===== config.mk =====
export PLATFORM = sky130hd
export DESIGN_NAME = psum_column_collector
export DESIGN_NICKNAME = d
export VERILOG_FILES = /design/src/rtl/psum_collect_pkg.sv /design/src/rtl/psum_collect_fifo.sv /design/src/rtl/psum_column_collector.sv
export SDC_FILE = /design/constraint.sdc
export NUM_CORES = 1
export LEC_CHECK = 0
export ABC_AREA = 0
export BUFFER_PORTS_ARGS = -buffer_cell sky130_fd_sc_hd__buf_4
export CORE_MARGIN = 3
export CORE_UTILIZATION = 52
export CTS_CLUSTER_SIZE = 14
export DETAILED_ROUTE_END_ITERATION = 16
export GPL_TIMING_DRIVEN = 0
export HOLD_SLACK_MARGIN = 0.03
export PLACE_DENSITY = 0.75
export SETUP_SLACK_MARGIN = 0.05
export SLEW_MARGIN = 10
export SYNTH_ARGS = -nofsm -noshare
export SYNTH_HDL_FRONTEND = slang
export SYNTH_HIERARCHICAL = 1
export SYNTH_SLANG_ARGS = --single-unit

===== constraint.sdc =====
create_clock -name i_clk -period 2.2 [get_ports i_clk]
set_clock_uncertainty 0.15 [all_clocks]
set_input_delay 0.22 -clock i_clk [delete_from_list [all_inputs] [get_ports i_clk]]
set_output_delay 0.22 -clock i_clk [all_outputs]
set_load 0.05 [all_outputs]

===== src/rtl/psum_collect_pkg.sv =====
// ============================================================================
// Module  : psum_collect_pkg
// Brief   : Shared types and constants for the partial-sum column collector.
// Revision: 1.0 - initial release
// ============================================================================
`default_nettype none

package psum_collect_pkg;

    localparam int c_OC_W_DEFAULT = 16;

    typedef enum logic [1:0] {
        IDLE  = 2'd0,
        SHIFT = 2'd1,
        FLUSH = 2'd2
    } collect_state_t;

    // Buffered entry at the default partial-sum width.
    typedef struct packed {
        logic                     last;
        logic [c_OC_W_DEFAULT-1:0] data;
    } psum_entry_t;

endpackage

`default_nettype wire


===== src/rtl/psum_collect_fifo.sv =====
// ============================================================================
// Module  : psum_collect_fifo
// Brief   : Small synchronous FIFO with registered occupancy and full/empty.
// Revision: 1.0 - initial release
// ============================================================================
`default_nettype none

module psum_collect_fifo #(
    parameter int DEPTH = 4,
    parameter int WIDTH = 17
) (
    input  logic             i_clk,
    input  logic             i_rstn,
    input  logic             i_push,
    input  logic [WIDTH-1:0] i_push_data,
    input  logic             i_pop,
    output logic [WIDTH-1:0] o_head,
    output logic             o_full,
    output logic             o_empty
);

    localparam int c_PTR_W = $clog2(DEPTH);
    localparam int c_CNT_W = $clog2(DEPTH + 1);

    logic [WIDTH-1:0]   r_mem [DEPTH];
    logic [c_PTR_W-1:0] r_wr_ptr;
    logic [c_PTR_W-1:0] r_rd_ptr;
    logic [c_CNT_W-1:0] r_count;
    logic               w_do_push;
    logic               w_do_pop;

    assign o_full    = (r_count == c_CNT_W'(DEPTH));
    assign o_empty   = (r_count == '0);
    assign w_do_push = i_push && !o_full;
    assign w_do_pop  = i_pop && !o_empty;
    assign o_head    = r_mem[r_rd_ptr];

    // Storage needs no reset: the head is only consumed while count != 0.
    always_ff @(posedge i_clk) begin
        if (w_do_push) begin
            r_mem[r_wr_ptr] <= i_push_data;
        end
    end

    always_ff @(posedge i_clk or negedge i_rstn) begin
        if (!i_rstn) begin
            r_wr_ptr <= '0;
            r_rd_ptr <= '0;
            r_count  <= '0;
        end else begin
            if (w_do_push) begin
                r_wr_ptr <= r_wr_ptr + c_PTR_W'(1);
            end
            if (w_do_pop) begin
                r_rd_ptr <= r_rd_ptr + c_PTR_W'(1);
            end
            case ({w_do_push, w_do_pop})
                2'b10:   r_count <= r_count + c_CNT_W'(1);
                2'b01:   r_count <= r_count - c_CNT_W'(1);
                default: r_count <= r_count;
            endcase
        end
    end

endmodule

`default_nettype wire


===== src/rtl/psum_column_collector.sv =====
// ============================================================================
// Module  : psum_column_collector
// Brief   : Drains one PE column over the scan chain into a valid/ready stream.
//           Optional ReLU on capture: define PSUM_COLLECT_RELU_EN.
// Revision: 1.0 - initial release
// ============================================================================
`default_nettype none

module psum_column_collector
    import psum_collect_pkg::*;
#(
    parameter int OC_W       = c_OC_W_DEFAULT,
    parameter int N_ROWS     = 8,
    parameter int FIFO_DEPTH = 4
) (
    input  logic            i_clk,
    input  logic            i_rstn,
    input  logic            i_start,
    output logic            o_cscan_en,
    input  logic [OC_W-1:0] i_sc_data,
    output logic            o_valid,
    input  logic            i_ready,
    output logic [OC_W-1:0] o_data,
    output logic            o_last,
    output logic            o_busy,
    output logic            o_done
);

    localparam int c_CNT_W = $clog2(N_ROWS + 1);

    typedef struct packed {
        logic            last;
        logic [OC_W-1:0] data;
    } entry_t;

    collect_state_t     r_state;
    collect_state_t     w_state_next;
    logic [c_CNT_W-1:0] r_shift_cnt;
    logic               w_cscan_en;
    logic               w_last_push;
    logic [OC_W-1:0]    w_sc_val;
    entry_t             w_push_entry;
    entry_t             w_head;
    logic               w_full;
    logic               w_empty;
    logic               w_pop;

`ifdef PSUM_COLLECT_RELU_EN
    // Any sign-set pattern (negatives, -0.0, negative NaN) clamps to +0.0.
    assign w_sc_val = i_sc_data[OC_W-1] ? '0 : i_sc_data;
`else
    assign w_sc_val = i_sc_data;
`endif

    assign w_last_push  = (r_shift_cnt == c_CNT_W'(N_ROWS - 1));
    assign w_push_entry = '{last: w_last_push, data: w_sc_val};
    assign w_pop        = o_valid && i_ready;

    psum_collect_fifo #(
        .DEPTH (FIFO_DEPTH),
        .WIDTH (OC_W + 1)
    ) u_fifo (
        .i_clk       (i_clk),
        .i_rstn      (i_rstn),
        .i_push      (w_cscan_en),
        .i_push_data (w_push_entry),
        .i_pop       (w_pop),
        .o_head      (w_head),
        .o_full      (w_full),
        .o_empty     (w_empty)
    );

    always_ff @(posedge i_clk or negedge i_rstn) begin
        if (!i_rstn) begin
            r_state <= IDLE;
        end else begin
            r_state <= w_state_next;
        end
    end

    always_comb begin
        w_state_next = r_state;
        case (r_state)
            IDLE:    if (i_start)                   w_state_next = SHIFT;
            SHIFT:   if (w_cscan_en && w_last_push) w_state_next = FLUSH;
            FLUSH:   if (w_pop && w_head.last)      w_state_next = IDLE;
            default:                                w_state_next = IDLE;
        endcase
    end

    // Shift enable depends only on registered state, never on i_ready.
    always_comb begin
        w_cscan_en = (r_state == SHIFT) && !w_full;
        o_busy     = (r_state != IDLE);
        o_cscan_en = w_cscan_en;
    end

    always_ff @(posedge i_clk or negedge i_rstn) begin
        if (!i_rstn) begin
            r_shift_cnt <= '0;
        end else if (r_state == IDLE) begin
            r_shift_cnt <= '0;
        end else if (w_cscan_en) begin
            r_shift_cnt <= r_shift_cnt + c_CNT_W'(1);
        end
    end

    assign o_valid = !w_empty;
    assign o_data  = o_valid ? w_head.data : '0;
    assign o_last  = o_valid && w_head.last;
    assign o_done  = w_pop && w_head.last;

endmodule

`default_nettype wire


==> summary.md, run 1 <==
| Metric | Value |
|---|---|
| Die Width | 86.32 um |
| Leading post-synthesis cells by cell area | edfxtp_1, dfrtp_1, mux4_1, mux4_2, nor2b_1 |
| # IOs | 41 |
| Period utilisation layout | 98.49% |
| Sequential area share after synthesis | 70.57% |
| Arrival time worst endpoint | 1800 ps |
| Vias per inst | 5.152 |
| Mapped Cells | 175 |
| Worst-path clk slew | 70 ps |
| Synthesized flop and latch total | 81 |
| Detail Route Antenna Nets | 0 |
| Final setup TNS | 0 ps |
| Hold slack | 69.32 ps |
| Largest net degree at the start of global routing | 18 |
| RSZ-0062 raised after global routing | yes |
| Mapped Avg Cell Area | 19.17 um2 |
| Drt first pass iters | 4 |
| CP max FO | 5 |
| Total GRT Usage | 17.85% |
| Library cells used by synthesis | 32 |
| Gp weighted congestion | 0.7271 |
| CTS Buf Count | 9 |
| TritonCTS clock tree | built |
| Crit-path cells | buf_8 > clkbuf_16 > mux4_2 > nor2b_4 > buf_8 |
| Wire length per cell | 17.66 um |
| Area leader, netlist | edfxtp_1 |
| EDFF count, synth | 68 |
| Vias in the first global route | 1899 |
| Slowest stage delay, CP | 500 ps |
| Grt ovf | 0 |
| HP Class | input pin to flip-flop |
| Cell with the most instances after synthesis | edfxtp_1 |
| Asr flop ratio synth | 16.05% |
| Worst EP required | 1830 ps |
| Peak Freq | 461.5 MHz |
| Final Max Tran Viols | 0 |
| Ys Warns | 6 |
| H-tree depth | 3 |
| Core ar. | 0.006096 mm2 |
| Primary FF master, synth | edfxtp_1 |
| Maximum Capacitance Violations | 0 |
| Worst-margin pin slew | 467.1 ps |
| Nets@finish | 290 |
| First-pass GRT wire length | 9.556 mm |
| CP top delay family | multiplexers |
| Root Buffer | clkbuf_8 |
| Synth top cells by count | edfxtp_1, nor2b_1, dfrtp_1, mux4_1, mux4_2 |
| Antenna Cells | 0 |
| Vias after detailed routing | 1767 |
| Crit path launch type | flip-flop |
| Layout Area Growth over Synthesis | 36.26% |
| Starting DRT DRC Count | 92 |
| Final setup viols | 0 |
| Outcome | completed |
| CTS sink cnt | 81 |
| Slowest CP cell | mux4_2 |
| Initial antenna violation count | 0 |
| Fin. Hold Viols | 0 |
| PortBufs | 40 |
| Layout cell share with drive strength beyond 1 | 48.88% |
| # DRC | 0 |
| Die Y-Extent | 86.32 um |
| Final wirelength | 6.058 mm |
| Share of the synthesized area in the top cell type | 60.87% |
| Crit end category | primary output |
| Final worst path period need | 2167 ps |
| Hpwl dp | 3.604 mm |
| Worst skew pair latency | 340 ps |
| Placement Rows | 28 |
| Die ar. | 0.007450 mm2 |
| WS Path Type | flip-flop to primary output |
| Buffers and inverters on the worst path | 3 |
| Most common cell on crit path | buf_8 |
| Syn Nets | 202 |
| Synthesized cell area | 0.003354 mm2 |
| Rel. slew slack | 68.86% |
| Starting density of the core | 55.03% |
| CTS max path bufs | 2 |
-- routing by layer --
| metal | global-route usage (%) | vias to the layer above | share of wire, % |
|---|---|---|---|
| li1 | - | 853 | - |
| met2 | 29.15 | 40 | 49 |
| met4 | 10.76 | 0 | 2.0 |
| met3 | 3.517 | 12 | 3.8 |
| met5 | 0 | - | 0 |
| met1 | 22.16 | 862 | 45 |
-- cell families after synthesis --
family / share of synthesized area (%)
fa+ha+maj: 2.835
buf+inv: 2.126
simple gates: 7.796
flops: 70.57
compound gates: 1.119
mux: 13.99
xor+xnor: 1.567
-- path summary, 6_finish.rpt --
check / start / cells past startpoint / slack (ps) / end
max: u_fifo/r_rd_ptr[0] / 5 / 30 / o_data[8]
min: i_ready / 3 / 70 / r_state[1]
max reg2reg: u_fifo/r_count[0] / 10 / 50 / u_fifo/r_count[2]
min reg2reg: r_shift_cnt[3] / 1 / 330 / r_shift_cnt[3]
max in group asynchronous: i_rstn / 2 / 1600 / u_fifo/r_count[0]
min in group asynchronous: i_rstn / 2 / 120 / r_state[1]
-- metrics by stage --
step,setup WS [ps],instance area (um2),util (%),instances
after floorplan,-334.4,3390,-,175
after global placement,-771.6,3784,62.07,290
after detailed placement,-332.8,3789,62.15,290
after CTS,11.27,4359,71.51,338
after global routing,-79.34,4571,74.98,343
final,33.29,4571,74.98,343
-- what timing repair did --
item / CTS / global route
hold endpoints to repair: 78 / 0
pin swaps: 8 / 3
resized for setup: 42 / 47
buffers inserted: 14 / 4
cloned: 0 / 1
endpoints found under the setup margin: 90 / 88
hold buffers: 18 / 0
-- registers in the layout, summed over array words and instances, names as in the netlist --
signal           count
r_shift_cnt          4
r_state              2
u_fifo/r_mem        68
u_fifo/r_rd_ptr      2
u_fifo/r_count       3
u_fifo/r_wr_ptr      2
-- worst min-delay path: stages --
cell	delay (ps)
buf_4	90
and2_4	150
o22ai_1	60
-- layout make-up --
| cell class | count | area [um2] |
|---|---|---|
| plain buffers | 5 | 68.82 |
| clock buffers | 13 | 158.9 |
| clock inverters | 3 | 40.04 |
| fillers | 348 | 1525 |
| inverters | 7 | 26.28 |
| multi-input cells | 82 | 1059 |
| flip-flops and latches | 81 | 2371 |
| well taps | 75 | 93.84 |
| repair buffers | 77 | 753.2 |
-- cell usage in the layout (no fill, tap or decap), drive strengths merged --
cell         synthesis  routed
nor2                 3       3
buf                  4      62
xor2                 3       3
a22o                 1       1
nand4                1       1
nand2                5       5
edfxtp              68      68
clkbuf               1      15
o31a                 1       1
inv                  7       7
dfrtp               13      13
bufinv               0       1
mux4                17      17
or2                  1       1
nor3                 1       1
o22ai                1       1
nand2b               1       1
mux2                 2       2
xnor2                3       3
a311oi               1       1
dlygate4sd3          0      18
nand3                1       1
clkinv               0       2
nor2b               21      21
nor3b                2       2
and2                 6       6
mux2i                3       3
fa                   1       1
o21ai                1       1
ha                   6       6
Power of run 1 is not shown: default switching activity piles up to over one toggle a cycle in this logic, so the estimate is an artifact.
==> inputs of run 2 (changes only) <==
- ABC_AREA: 0 -> 1
==> run 2 against run 1 <==
  * The run now ends with negative setup slack left
  * First-iteration DRC count rose by 77%
  * Core utilization down 3.9 points
  * Largest cell class unchanged
  * Register-to-register slack got worse by 130 ps
  * Cell count increased by 52%
  * Via count up 42%
  * Critical path depth unchanged
  * Worst setup slack got worse by 120 ps
==> summary.md, run 2 <==
| Metric | Value |
|---|---|
| Outcome | complete, but fails checks |
| Failing checks | negative setup slack |
| Share of the synthesized area in the top cell type | 55.66% |
| Final setup viols | 68 |
| H-tree depth | 3 |
| Layout cell share with drive strength beyond 1 | 26.46% |
| Wire length per cell | 14.02 um |
| Core ar. | 0.006604 mm2 |
| Worst Setup SP | u_fifo/r_count[2] |
| Gp weighted congestion | 0.7788 |
| Final worst path period need | 2283 ps |
| CP max FO | 17 |
| CTS Buf Count | 9 |
| Final WS setup | -83.15 ps |
| Final Max Tran Viols | 0 |
| Syn Nets | 367 |
| Drt first pass iters | 4 |
| Crit end category | flip-flop |
| Number of cells on the critical path | 5 |
| Vias per inst | 4.829 |
| Crit path capture | u_fifo/r_mem[2][0] |
| Synthesized cell area | 0.003669 mm2 |
| Rel. slew slack | 30.25% |
| Ys Warns | 6 |
| Cell with the most instances after synthesis | nand2_1 |
| Mapped Cells | 340 |
| Primary FF master, synth | edfxtp_1 |
| Largest net degree at the start of global routing | 18 |
| Largest register FFs | 68 |
| WS Path Type | flip-flop to flip-flop |
| Crit path launch type | flip-flop |
| Starting density of the core | 55.55% |
| Maximum Capacitance Violations | 0 |
| HP Class | input pin to async pin |
| Die Y-Extent | 90.00 um |
| Antenna Cells | 0 |
| Area leader, netlist | edfxtp_1 |
| Register-to-Register Path Depth | 5 |
| Nets@finish | 449 |
| TritonCTS clock tree | built |
| Vias after detailed routing | 2511 |
| Grt ovf | 0 |
| Final setup TNS | -4230 ps |
| Biggest regs | u_fifo/r_mem x68, r_shift_cnt x4, u_fifo/r_count x3 |
| Library cells used by synthesis | 23 |
| Layout Area Growth over Synthesis | 27.93% |
| Total GRT Usage | 18.99% |
| Largest register by flop count | u_fifo/r_mem |
| RSZ-0062 raised after global routing | yes |
| Arrival time worst endpoint | 2100 ps |
| Root Buffer | clkbuf_8 |
| Vias in the first global route | 2480 |
| Peak Freq | 438.0 MHz |
| Initial antenna violation count | 0 |
| Synthesized flop and latch total | 81 |
| First-pass GRT wire length | 11.87 mm |
| Final wirelength | 7.288 mm |
| Asr flop ratio synth | 16.05% |
| Pre-CTS WS | -208.8 ps |
| Worst skew pair latency | 350 ps |
| Die ar. | 0.008099 mm2 |
| # IOs | 41 |
| Worst-path clk slew | 80 ps |
| Placement Rows | 29 |
| CTS sink cnt | 81 |
| CP top delay family | simple AND/OR/NAND/NOR gates |
| Most frequent cells in the layout | nand2_1, edfxtp_1, inv_1 |
| Worst r2r src | u_fifo/r_count[2] |
| Slowest CP cell | nor2_2 |
| PortBufs | 40 |
| Hpwl dp | 4.556 mm |
| Buffers and inverters on the worst path | 1 |
| EDFF count, synth | 68 |
| Detail Route Antenna Nets | 0 |
| Starting DRT DRC Count | 163 |
| Reg2Reg Setup Slack | -80 ps |
| Slowest stage delay, CP | 810 ps |
| Synth top cells by count | nand2_1, inv_1, edfxtp_1, o211ai_1, nor2_1 |
| Leading post-synthesis cells by cell area | edfxtp_1, dfrtp_1, nand2_1, inv_1, o211ai_1 |
| Commonest non-fill, non-tap cell in the layout | nand2_1 |
| Period utilisation layout | 103.8% |
| Crit-path cells | nand3_4 > inv_2 > nor2_4 > nand2_4 > nor2_2 |
| Die Width | 90.00 um |
| Worst-margin pin slew | 1045 ps |
| Mapped Avg Cell Area | 10.79 um2 |
| Worst EP required | 2020 ps |
| CTS max path bufs | 2 |
| # DRC | 0 |
| Fin. Hold Viols | 0 |
| R2r endpoint | u_fifo/r_mem[2][0] |
| Sequential area share after synthesis | 64.53% |
[run 2: cell count changes after synthesis, moves of 3 or more]
cell | before | now
inv_1 | 7 | 76
and2_1 | 6 | 0
mux4_1 | 9 | 0
nand3_1 | 1 | 9
xor2_1 | 3 | 0
o211ai_1 | 0 | 32
nand2_2 | 0 | 3
nor2b_1 | 20 | 0
nand2_1 | 5 | 80
mux4_2 | 8 | 0
buf_6 | 1 | 8
nor2_1 | 3 | 25
[run 2: timing repair]
item	4_1_cts	5_1_grt
resized for setup	9	29
hold endpoints to repair	79	0
pin swaps	2	7
setup buffers	0	12
hold buffers	19	0
gates cloned	0	0
setup endpoints to repair	81	86
[run 2: per-stage QoR]
| stage | cell area (um2) | hold slack, ps | instances | utilization (%) |
|---|---|---|---|---|
| floorplan | 3691 | -225.6 | 340 | - |
| global placement | 4108 | -76.95 | 473 | 62.20 |
| detailed placement | 4108 | -74.68 | 473 | 62.20 |
| CTS | 4518 | 78.82 | 508 | 68.42 |
| global route | 4693 | 101.6 | 520 | 71.07 |
| finish | 4693 | 96.05 | 520 | 71.07 |
[run 2: logic make-up after synthesis]
group / share of synthesized area [%]
simple gates: 13.30
buf+inv: 11.05
flops: 64.53
compound gates: 7.776
fa+ha+maj: 2.592
xor+xnor: 0.4776
mux: 0.2729
[run 2: layout make-up]
cell class                 count  area [um2]
buffer                        12       135.1
fill                         484        1911
timing repair buffer          71       615.6
inverter                      78       295.3
multi-input combinational    169       968.4
clock inverter                 6       67.56
tap                           93       116.4
sequential                    81        2367
clock buffer                  10       127.6
[run 2: how the worst min path moves through the flow]
stage,startpoint,end,cells after the start
final,i_rstn,u_fifo/r_count[2],2
after global routing,i_rstn,u_fifo/r_rd_ptr[1],2
after CTS,i_rstn,u_fifo/r_wr_ptr[1],2
after detailed placement,i_rstn,u_fifo/r_count[2],1
after global placement,i_rstn,u_fifo/r_count[2],1
after floorplan,i_rstn,r_shift_cnt[0],0
[run 2: per-layer routing]
| layer | track usage (%) | wire, um |
|---|---|---|
| met1 | 23.52 | 2976 |
| met5 | 0 | 0 |
| met4 | 9.184 | 106 |
| met2 | 32.52 | 3779 |
| met3 | 3.172 | 425 |
Power of run 2 is left out for the same reason.
